$ cat src/rtl/reg_write_arbiter_pkg.sv
// Shared config for the SPI register block: widths, address map and FSM encoding.
// The SPI peripheral imports the same package, so both sides agree on these values.
package reg_write_arbiter_pkg;

    localparam int CFG_W           = 8;
    localparam int CFG_MAX_ADDRESS = 4;
    localparam int CFG_AW          = 7;

    localparam logic [CFG_AW-1:0] DUTY_ADDR = 7'd4;

    localparam logic [0:0] ST_IDLE = 1'b0;
    localparam logic [0:0] ST_ACK  = 1'b1;

    localparam logic GNT_SPI = 1'b0;
    localparam logic GNT_SEQ = 1'b1;

    function automatic logic is_direct_reg(input logic [CFG_AW-1:0] addr);
        return addr < 7'd4;
    endfunction

endpackage

$ cat src/rtl/reg_write_arbiter_if.sv
// Write-request bundle for the two register writers: the SPI slave and the on-chip sequencer.
// The requesters use the master modport and the arbiter uses the slave modport.
interface reg_write_arbiter_if
    import reg_write_arbiter_pkg::*;
#(
    parameter int W = CFG_W
);
    logic              spi_wr_valid;
    logic [CFG_AW-1:0] spi_wr_addr;
    logic [W-1:0]      spi_wr_data;
    logic              spi_wr_ready;
    logic              seq_wr_valid;
    logic [CFG_AW-1:0] seq_wr_addr;
    logic [W-1:0]      seq_wr_data;
    logic              seq_wr_ready;

    modport master (
        output spi_wr_valid, spi_wr_addr, spi_wr_data,
        output seq_wr_valid, seq_wr_addr, seq_wr_data,
        input  spi_wr_ready, seq_wr_ready
    );

    modport slave (
        input  spi_wr_valid, spi_wr_addr, spi_wr_data,
        input  seq_wr_valid, seq_wr_addr, seq_wr_data,
        output spi_wr_ready, seq_wr_ready
    );
endinterface

$ cat src/rtl/reg_write_arbiter_rr_arb2.sv
// Two-input round-robin arbiter. On a tie it grants the input that was not granted last.
// After reset the pointer holds "sequencer last", so SPI wins the first tie.
module rr_arb2
    import reg_write_arbiter_pkg::*;
(
    input  logic       clk,
    input  logic       rst,
    input  logic [1:0] req_i,
    input  logic       en_i,
    output logic       gnt_vld_o,
    output logic       gnt_o
);
    logic last_q;

    always_comb begin
        gnt_vld_o = en_i && (|req_i);
        gnt_o     = (req_i == 2'b11) ? ~last_q : req_i[1];
    end

    always_ff @(posedge clk or posedge rst) begin
        if (rst)            last_q <= GNT_SEQ;
        else if (gnt_vld_o) last_q <= gnt_o;
    end
endmodule

$ cat src/rtl/reg_write_arbiter.sv
// Arbitrates SPI and sequencer writes into the config register file.
// The PWM duty register is double-buffered and takes its new value at the period boundary.
module reg_write_arbiter
    import reg_write_arbiter_pkg::*;
#(
    parameter int W           = CFG_W,
    parameter int MAX_ADDRESS = CFG_MAX_ADDRESS
)(
    input  logic                 clk,
    input  logic                 rst,
    reg_write_arbiter_if.slave   wr,
    input  logic                 pwm_period_end,
    input  logic                 clr_err,
    output logic [W-1:0]         en_reg_out_7_0,
    output logic [W-1:0]         en_reg_out_15_8,
    output logic [W-1:0]         en_reg_pwm_7_0,
    output logic [W-1:0]         en_reg_pwm_15_8,
    output logic [W-1:0]         pwm_duty_cycle,
    output logic                 duty_pending,
    output logic                 addr_err
);
    localparam logic [CFG_AW-1:0] MAX_A = CFG_AW'(MAX_ADDRESS);

    logic [0:0]        state_q, state_d;
    logic              gnt_q;
    logic              gnt_vld, gnt;
    logic              commit;
    logic [CFG_AW-1:0] sel_addr;
    logic [W-1:0]      sel_data;
    logic              in_range;
    logic [3:0][W-1:0] regs_q;
    logic [W-1:0]      shadow_q;
    logic [W-1:0]      duty_q;
    logic              pending_q;
    logic              err_q;

    rr_arb2 u_arb (
        .clk       (clk),
        .rst       (rst),
        .req_i     ({wr.seq_wr_valid, wr.spi_wr_valid}),
        .en_i      (state_q == ST_IDLE),
        .gnt_vld_o (gnt_vld),
        .gnt_o     (gnt)
    );

    always_comb begin
        state_d = state_q;
        case (state_q)
            ST_IDLE: if (gnt_vld) state_d = ST_ACK;
            default: state_d = ST_IDLE;
        endcase
    end

    always_ff @(posedge clk or posedge rst) begin
        if (rst) begin
            state_q <= ST_IDLE;
            gnt_q   <= GNT_SPI;
        end else begin
            state_q <= state_d;
            if (gnt_vld) gnt_q <= gnt;
        end
    end

    // Address/data are sampled during ACK, when the requester is still holding them.
    always_comb begin
        commit   = (state_q == ST_ACK);
        sel_addr = (gnt_q == GNT_SEQ) ? wr.seq_wr_addr : wr.spi_wr_addr;
        sel_data = (gnt_q == GNT_SEQ) ? wr.seq_wr_data : wr.spi_wr_data;
        in_range = (sel_addr <= MAX_A);
    end

    assign wr.spi_wr_ready = commit && (gnt_q == GNT_SPI);
    assign wr.seq_wr_ready = commit && (gnt_q == GNT_SEQ);

    always_ff @(posedge clk or posedge rst) begin
        if (rst) begin
            regs_q <= '0;
        end else if (commit && in_range && is_direct_reg(sel_addr)) begin
            regs_q[sel_addr[1:0]] <= sel_data;
        end
    end

    // On a coincident commit and period end, the old shadow goes live and the new data stays pending.
    always_ff @(posedge clk or posedge rst) begin
        if (rst) begin
            shadow_q  <= '0;
            duty_q    <= '0;
            pending_q <= 1'b0;
        end else begin
            if (pwm_period_end && pending_q) begin
                duty_q    <= shadow_q;
                pending_q <= 1'b0;
            end
            if (commit && in_range && (sel_addr == DUTY_ADDR)) begin
                shadow_q  <= sel_data;
                pending_q <= 1'b1;
            end
        end
    end

    always_ff @(posedge clk or posedge rst) begin
        if (rst)                      err_q <= 1'b0;
        else if (commit && !in_range) err_q <= 1'b1;
        else if (clr_err)             err_q <= 1'b0;
    end

    assign en_reg_out_7_0  = regs_q[0];
    assign en_reg_out_15_8 = regs_q[1];
    assign en_reg_pwm_7_0  = regs_q[2];
    assign en_reg_pwm_15_8 = regs_q[3];
    assign pwm_duty_cycle  = duty_q;
    assign duty_pending    = pending_q;
    assign addr_err        = err_q;
endmodule

$ cat src/flat_wrapper.sv
// flat-port wrapper written by rule: the top's interface ports become plain ports
module reg_write_arbiter_flat import reg_write_arbiter_pkg::*;
#(
    parameter int W           = CFG_W,
    parameter int MAX_ADDRESS = CFG_MAX_ADDRESS
)
  (clk, rst, pwm_period_end, clr_err, en_reg_out_7_0, en_reg_out_15_8, en_reg_pwm_7_0, en_reg_pwm_15_8, pwm_duty_cycle, duty_pending, addr_err, wr_spi_wr_valid, wr_spi_wr_addr, wr_spi_wr_data, wr_seq_wr_valid, wr_seq_wr_addr, wr_seq_wr_data, wr_spi_wr_ready, wr_seq_wr_ready);
  reg_write_arbiter_if #(.W(W)) wr_i ();
  input  logic clk;
  input  logic rst;
  input  logic pwm_period_end;
  input  logic clr_err;
  output logic [W-1:0] en_reg_out_7_0;
  output logic [W-1:0] en_reg_out_15_8;
  output logic [W-1:0] en_reg_pwm_7_0;
  output logic [W-1:0] en_reg_pwm_15_8;
  output logic [W-1:0] pwm_duty_cycle;
  output logic duty_pending;
  output logic addr_err;
  input wire logic [$bits(wr_i.spi_wr_valid)-1:0] wr_spi_wr_valid;
  input wire logic [$bits(wr_i.spi_wr_addr)-1:0] wr_spi_wr_addr;
  input wire logic [$bits(wr_i.spi_wr_data)-1:0] wr_spi_wr_data;
  input wire logic [$bits(wr_i.seq_wr_valid)-1:0] wr_seq_wr_valid;
  input wire logic [$bits(wr_i.seq_wr_addr)-1:0] wr_seq_wr_addr;
  input wire logic [$bits(wr_i.seq_wr_data)-1:0] wr_seq_wr_data;
  output wire logic [$bits(wr_i.spi_wr_ready)-1:0] wr_spi_wr_ready;
  output wire logic [$bits(wr_i.seq_wr_ready)-1:0] wr_seq_wr_ready;
  assign wr_i.spi_wr_valid = wr_spi_wr_valid;
  assign wr_i.spi_wr_addr = wr_spi_wr_addr;
  assign wr_i.spi_wr_data = wr_spi_wr_data;
  assign wr_i.seq_wr_valid = wr_seq_wr_valid;
  assign wr_i.seq_wr_addr = wr_seq_wr_addr;
  assign wr_i.seq_wr_data = wr_seq_wr_data;
  assign wr_spi_wr_ready = wr_i.spi_wr_ready;
  assign wr_seq_wr_ready = wr_i.seq_wr_ready;
  reg_write_arbiter #(.W(W), .MAX_ADDRESS(MAX_ADDRESS)) u_core (.clk(clk), .rst(rst), .wr(wr_i), .pwm_period_end(pwm_period_end), .clr_err(clr_err), .en_reg_out_7_0(en_reg_out_7_0), .en_reg_out_15_8(en_reg_out_15_8), .en_reg_pwm_7_0(en_reg_pwm_7_0), .en_reg_pwm_15_8(en_reg_pwm_15_8), .pwm_duty_cycle(pwm_duty_cycle), .duty_pending(duty_pending), .addr_err(addr_err));
endmodule
$ cat config.mk
export PLATFORM = sky130hd
export DESIGN_NAME = reg_write_arbiter_flat
export DESIGN_NICKNAME = d
export VERILOG_FILES = /design/src/rtl/reg_write_arbiter_pkg.sv /design/src/rtl/reg_write_arbiter_if.sv /design/src/rtl/reg_write_arbiter_rr_arb2.sv /design/src/rtl/reg_write_arbiter.sv /design/src/flat_wrapper.sv
export SDC_FILE = /design/constraint.sdc
export NUM_CORES = 1
export LEC_CHECK = 0
export ABC_AREA = 1
export BUFFER_PORTS_ARGS = -buffer_cell sky130_fd_sc_hd__buf_2
export CORE_ASPECT_RATIO = 0.9
export CORE_MARGIN = 2
export CORE_UTILIZATION = 54
export CTS_CLUSTER_SIZE = 20
export DETAILED_ROUTE_END_ITERATION = 10
export HOLD_SLACK_MARGIN = 0.05
export PLACE_DENSITY = 0.85
export RECOVER_POWER = 50
export SYNTH_ARGS = -nofsm -noshare
export SYNTH_HDL_FRONTEND = slang
export SYNTH_SLANG_ARGS = --single-unit
$ cat constraint.sdc
create_clock -name clk -period 2.4 [get_ports clk]
set_input_delay 0.36 -clock clk [delete_from_list [all_inputs] [get_ports clk]]
set_output_delay 0.36 -clock clk [all_outputs]
set_load 0.1 [all_outputs]
---- Yosys cells after proc, flatten, opt, wreduce, memory -nomap -nowiden ----
Cells that the tools add are included.
storage, ports and cells
  input bits .............................. 36
  flip-flop bits (word level) ............. 53
  output and inout bits ................... 44
operators by class
  bitwise logic cells ..................... 3
  magnitude comparators ................... 4
  reduce and logical (&&, ||, !) cells .... 13
  multiplexer cells ....................... 12
  eq/ne operators ......................... 2
operators by type and width
  cell                  number
  $bwmux W32            1
  $demux W8 S2          1
  $mux W8               2
  $logic_and A1 B1 Y1   9
  $eq A7 B3 Y1 const B  1
  $le A7 B3 Y1 const B  1
  $lt A7 B3 Y1 const B  1
  $mux W1               7
  $mux W7               1
  $reduce_bool A2 Y1    2
  $lt A2 B3 Y1 const B  1
  $not A1 Y1            3
  $eq A2 B2 Y1 const B  1
  $ge A2 B1 Y1 const B  1
  $reduce_or A2 Y1      1
  $logic_not A1 Y1      1

---- Depth between registers and ports, before layout ----
  word-level depth ........................ 6
  depth in mapped cells ................... 10
  depth with buffers taken out ............ 8

---- By module ----
From an unflattened synthesis, not the netlist that was laid out.
unflattened totals
  cell total of the unflattened synthesis .. 289
  area, all modules ....................... 2497.4 µm²
modules (own cells, without submodules)
  module             area an instance (µm²)  seq. area each (µm²)  times used  cells each
  reg_write_arbiter  2431.1                  1301.2                1           280
  rr_arb2            66.3                    26.3                  1           9

---- Worst setup path after synthesis ----
OpenSTA, ideal clock, no wires.
  kind .................................... reg2out
  start point ............................. register u_core.gnt_q
  end point ............................... output wr_spi_wr_ready
  data arrival time ....................... 1.961 ns
  buffers on the path ..................... 2
  slack ................................... 0.079 ns
  cell stages (with the launch flop) ...... 4
  required time ........................... 2.040 ns
  cells stage by stage .................... dfrtp_1 > buf_6 > clkbuf_1 > nor2_1
between the ends
  longest elaborated chain between the ends .. 2
ends and longest elaborated chain
  what                    RTL line                 text
  start, declared         reg_write_arbiter.sv:25  logic gnt_q;
  start signal, assigned  reg_write_arbiter.sv:60  if (gnt_vld) gnt_q <= gnt;
  $not A1 Y1              reg_write_arbiter.sv:72  assign wr.spi_wr_ready = commit && (gnt_q == GNT_SPI);
  $logic_and A1 B1 Y1     reg_write_arbiter.sv:72
  end, declared           flat_wrapper.sv:26       output wire logic [$bits(wr_i.spi_wr_ready)-1:0] wr_spi_wr_ready;
No other way between the ends.

---- Worst setup path after layout ----
  start point ............................. register u_core.gnt_q
  end point ............................... register u_core.regs_q, in the netlist u_core.en_reg_out_7_0[5]
between the ends
  longest elaborated chain between the ends .. 6
  elaborated cells on any way between the ends .. 12
  those cells by class .................... order compare: 4; mux: 5; reduce/logical: 3
ends and longest elaborated chain
  what                                                                       RTL line                 text
  $mux W7                                                                    reg_write_arbiter.sv:67  sel_addr = (gnt_q == GNT_SEQ) ? wr.seq_wr_addr : wr.spi_wr_addr;
  $lt A2 B3 Y1 (implied by the code) / $ge A2 B1 Y1 (equally long branches)  reg_write_arbiter.sv:79  regs_q[sel_addr[1:0]] <= sel_data;
  $logic_and A1 B1 Y1 (implied by the code)                                  reg_write_arbiter.sv:79
  $mux W8 (implied by the code)                                              reg_write_arbiter.sv:79
  $demux W8 S2                                                               --
  $bwmux W32                                                                 reg_write_arbiter.sv:79
  end signal, assigned by index                                              reg_write_arbiter.sv:79
  end, declared                                                              reg_write_arbiter.sv:31  logic [3:0][W-1:0] regs_q;
Parallel ways exist; a longest one is shown, timed or not.
A chain may end at the register's enable or synchronous reset.

==> results by group <==
Worst hold path
  • Hold worst-path end: u_core.duty_pending
  • Hold_sp: pwm_period_end
  • Hold WC Path Type: in -> reg
  • Hold Path Cell Cnt: 2

Timing
  • Slew HR: a little over a fifth
  • Max-slew violations: 0
  • RSZ-0062 raised after global routing: no
  • Max Fclk: about 490 MHz
  • Final WS setup: 365.3 ps
  • Worst-Margin Slew: 1177 ps
  • Fin Setup TNS: 0 ps
  • Min Tclk post-route: 2035 ps
  • Setup violators final: 0
  • Endpoints failing hold: 0
  • Clock skew: 4.815 ps
  • Fin crit share: approximately 85%

Yosys
  • Yosys reg bits: 53
  • Register area share after synthesis: 53.37%
  • Complex-gate fraction of the synthesized area: 0.8048%
  • Post-Synth Simple-Gate Area: a little under two fifths
  • Mapped Area: 2487 µm²
  • Post-synthesis adder-cell area fraction: 0%
  • Syn Area/Cell: a little under 9 µm²
  • Post-synthesis xor/xnor area fraction: 0%
  • Post-synth cell types: 21
  • Synth Warn #: 0
  • Main combinational cell family by area after synthesis: simple AND/OR/NAND/NOR gates
  • Mapped Cells: approximately 280
  • Post-synthesis mux area share: under 10%
  • Net Count, Synth: between 300 and 400

Floorplan
  • Initial Util: ~56%
  • Chip Width: roughly 76 µm
  • Die height: 68.39 µm
  • Num rows: 23
  • Die area: just over 5000 µm²
  • Boundary Pins: 80
  • Core area: 4432 µm²

Critical path
  • Crit path max-delay family: simple AND/OR/NAND/NOR gates
  • Crit path largest cell delay: 720 ps
  • Critical path startpoint: u_core.gnt_q
  • Critical path fanouts, max: 19
  • Endpoint class of the critical path: flop
  • Number of cells on the worst reg-to-reg path: 8
  • Worst setup SP type: flop
  • Crit path cell chain: inv_4 -> nand2_1 -> nand2_1 -> nor2_1 -> buf_4 -> nand4_4 -> nand2_1 -> nand2_1
  • Crit-path slowest cell: dfrtp_1
  • Buf+Inv Stages, Crit Path: 2
  • Signal arrival time at the worst endpoint: 2240 ps
  • Origin of the critical flop-to-flop path: u_core.gnt_q
  • CP most frequent cell: nand2_1
  • WP data required: 2610 ps
  • FF-to-FF End: u_core.en_reg_out_7_0[5]
  • Critical path type: reg -> reg
  • FF-to-FF setup slack: 370 ps

Detailed routing
  • DR iter-0 viols: 94
  • DR WL/cell: 13.63 µm
  • Number of remaining DRC errors: 0
  • Vias per cell: 5.103
  • ANT nets after route: 0
  • Total number of vias: 2184
  • Wire length after detailed routing: 5834 µm
  • Pre-antenna DRT Iters: 4

Global route
  • GRT Overall Usage: 24.53%
  • GRT overflow: 0
  • Largest net degree at the start of global routing: 33
  • Most Used Layer, Global Route: met2
  • Global routing usage on met3: 5.744%
  • Vias in the first global route: approximately 2000
  • Initial antenna violation count: 0
  • GR Util met2: 36.52%
  • Met1 GRT Util: 36.02%
  • Global-route wire length before repair: 9404 µm

Power
  • Worst IR Drop VDD: 0.7605 mV
  • Overall Power: 3.561 mW
  • Leakage power: between 1.5 and 2 nW
  • Pwr Density: 1196 nW/µm²

Clock network
  • Clock Pin Slew Worst Setup and Hold Paths: 90 ps
  • Cts hold-fix bufs: 0
  • Post-CTS setup buffers: 0
  • CTS root buf: clkbuf_8
  • Deepest clock path buffer count: 2
  • CTS tree: done
  • # H-tree levels: 2
  • Clock sinks: 53
  • Worst-Skew Late Latency: 310 ps
  • Cts bufs inserted: 5
  • Post-CTS sizing: 0

Layout
  • ANT cells: 0
  • Final net count: ~400
  • Commonest non-fill, non-tap cells in the layout: nand2_1 (133), buf_2 (68), dfrtp_1 (52), nand3_1 (41), clkbuf_1 (15)
  • Most common cell after layout, fill and taps aside: nand2_1
  • # fillers: 389
  • Share of cells above drive strength 1: 27.05%
  • Area Overhead vs Synth: 19.67%

Placed design
  • Pre-CTS setup slack: 399.6 ps
  • HPWL after detailed placement: 4325 µm
  • Gp weighted congestion: 0.9374
  • Port Buffers: 79

Outcome
  • Status: complete, no violations

Job
  • Number of max-cap violations: 0
## synth_stat cells
library cell,n,area share [%]
mux2_2,8,3.6
nor2_4,4,1.8
nor2_2,1,0.25
nor2_8,2,1.6
nand4_4,2,1.7
inv_4,1,0.25
nand3_1,41,8.2
nand4_1,2,0.50
buf_6,5,2.3
nand2_4,2,0.91
nand4_2,1,0.50
nand2_1,133,20
dfstp_2,1,1.1
nor2_1,8,1.2
buf_4,1,0.30
o21ai_0,4,0.80
buf_2,1,0.20
inv_1,12,1.8
dfrtp_1,52,52
clkbuf_1,2,0.30
nand2_2,1,0.25
## worst max-delay path by stage
stage                                      to  slack (ps)  cells after the start
detailed placement   u_core.en_reg_out_7_0[3]         400                      8
finish               u_core.en_reg_out_7_0[5]         370                      8
CTS                  u_core.en_reg_out_7_0[3]         380                      8
global route        u_core.en_reg_out_15_8[6]         140                      7
global placement    u_core.en_reg_pwm_15_8[6]         470                      8
floorplan                     wr_spi_wr_ready          80                      3
## stage by stage
stage	instance area, µm²	hold WS (ps)	utilization (%)	cells
2_1_floorplan	2487	445.3	-	284
3_3_place_gp	2914	461.6	65.75	420
3_5_place_dp	2914	461.0	65.75	420
4_1_cts	2998	148.8	67.65	428
5_1_grt	2977	239.7	67.17	428
6_report	2977	244.0	67.17	428
## metal layers
| layer | vias up | wire length [µm] |
|---|---|---|
| li1 | 1070 | - |
| met1 | 1018 | 2705 |
| met2 | 86 | 2619 |
| met3 | 10 | 430 |
| met4 | 0 | 78 |
| met5 | - | 0 |
## state kept, by name (all words and copies together), names as in the netlist
register / flops
u_core.en_reg_pwm_7_0: 8
u_core.en_reg_out_7_0: 8
u_core.pwm_duty_cycle: 8
u_core.en_reg_out_15_8: 8
u_core.commit: 1
u_core.u_arb.last_q: 1
u_core.en_reg_pwm_15_8: 8
u_core.duty_pending: 1
u_core.addr_err: 1
u_core.gnt_q: 1
u_core.shadow_q: 8
## area by class of cell
type / instances / area (µm²) / share of cell area, %
clock buffers: 7 / 76.32 / 2.564
clock inverters: 1 / 7.507 / 0.2522
inverters: 13 / 51.30 / 1.723
multi-input cells: 209 / 1032 / 34.68
flip-flops and latches: 53 / 1328 / 44.60
well taps: 62 / 77.57 / 2.606
repair buffers: 83 / 404.1 / 13.58
## report_power, final
part           switching (mW)  internal, mW
sequential              0.131          1.09
clock                   0.291         0.207
combinational            1.58         0.265
## cell families after synthesis
logic type | after synthesis
flops | 53
simple gates | 197
buf+inv | 22
compound gates | 4
mux | 8
Power figures use the tool's default switching activity.
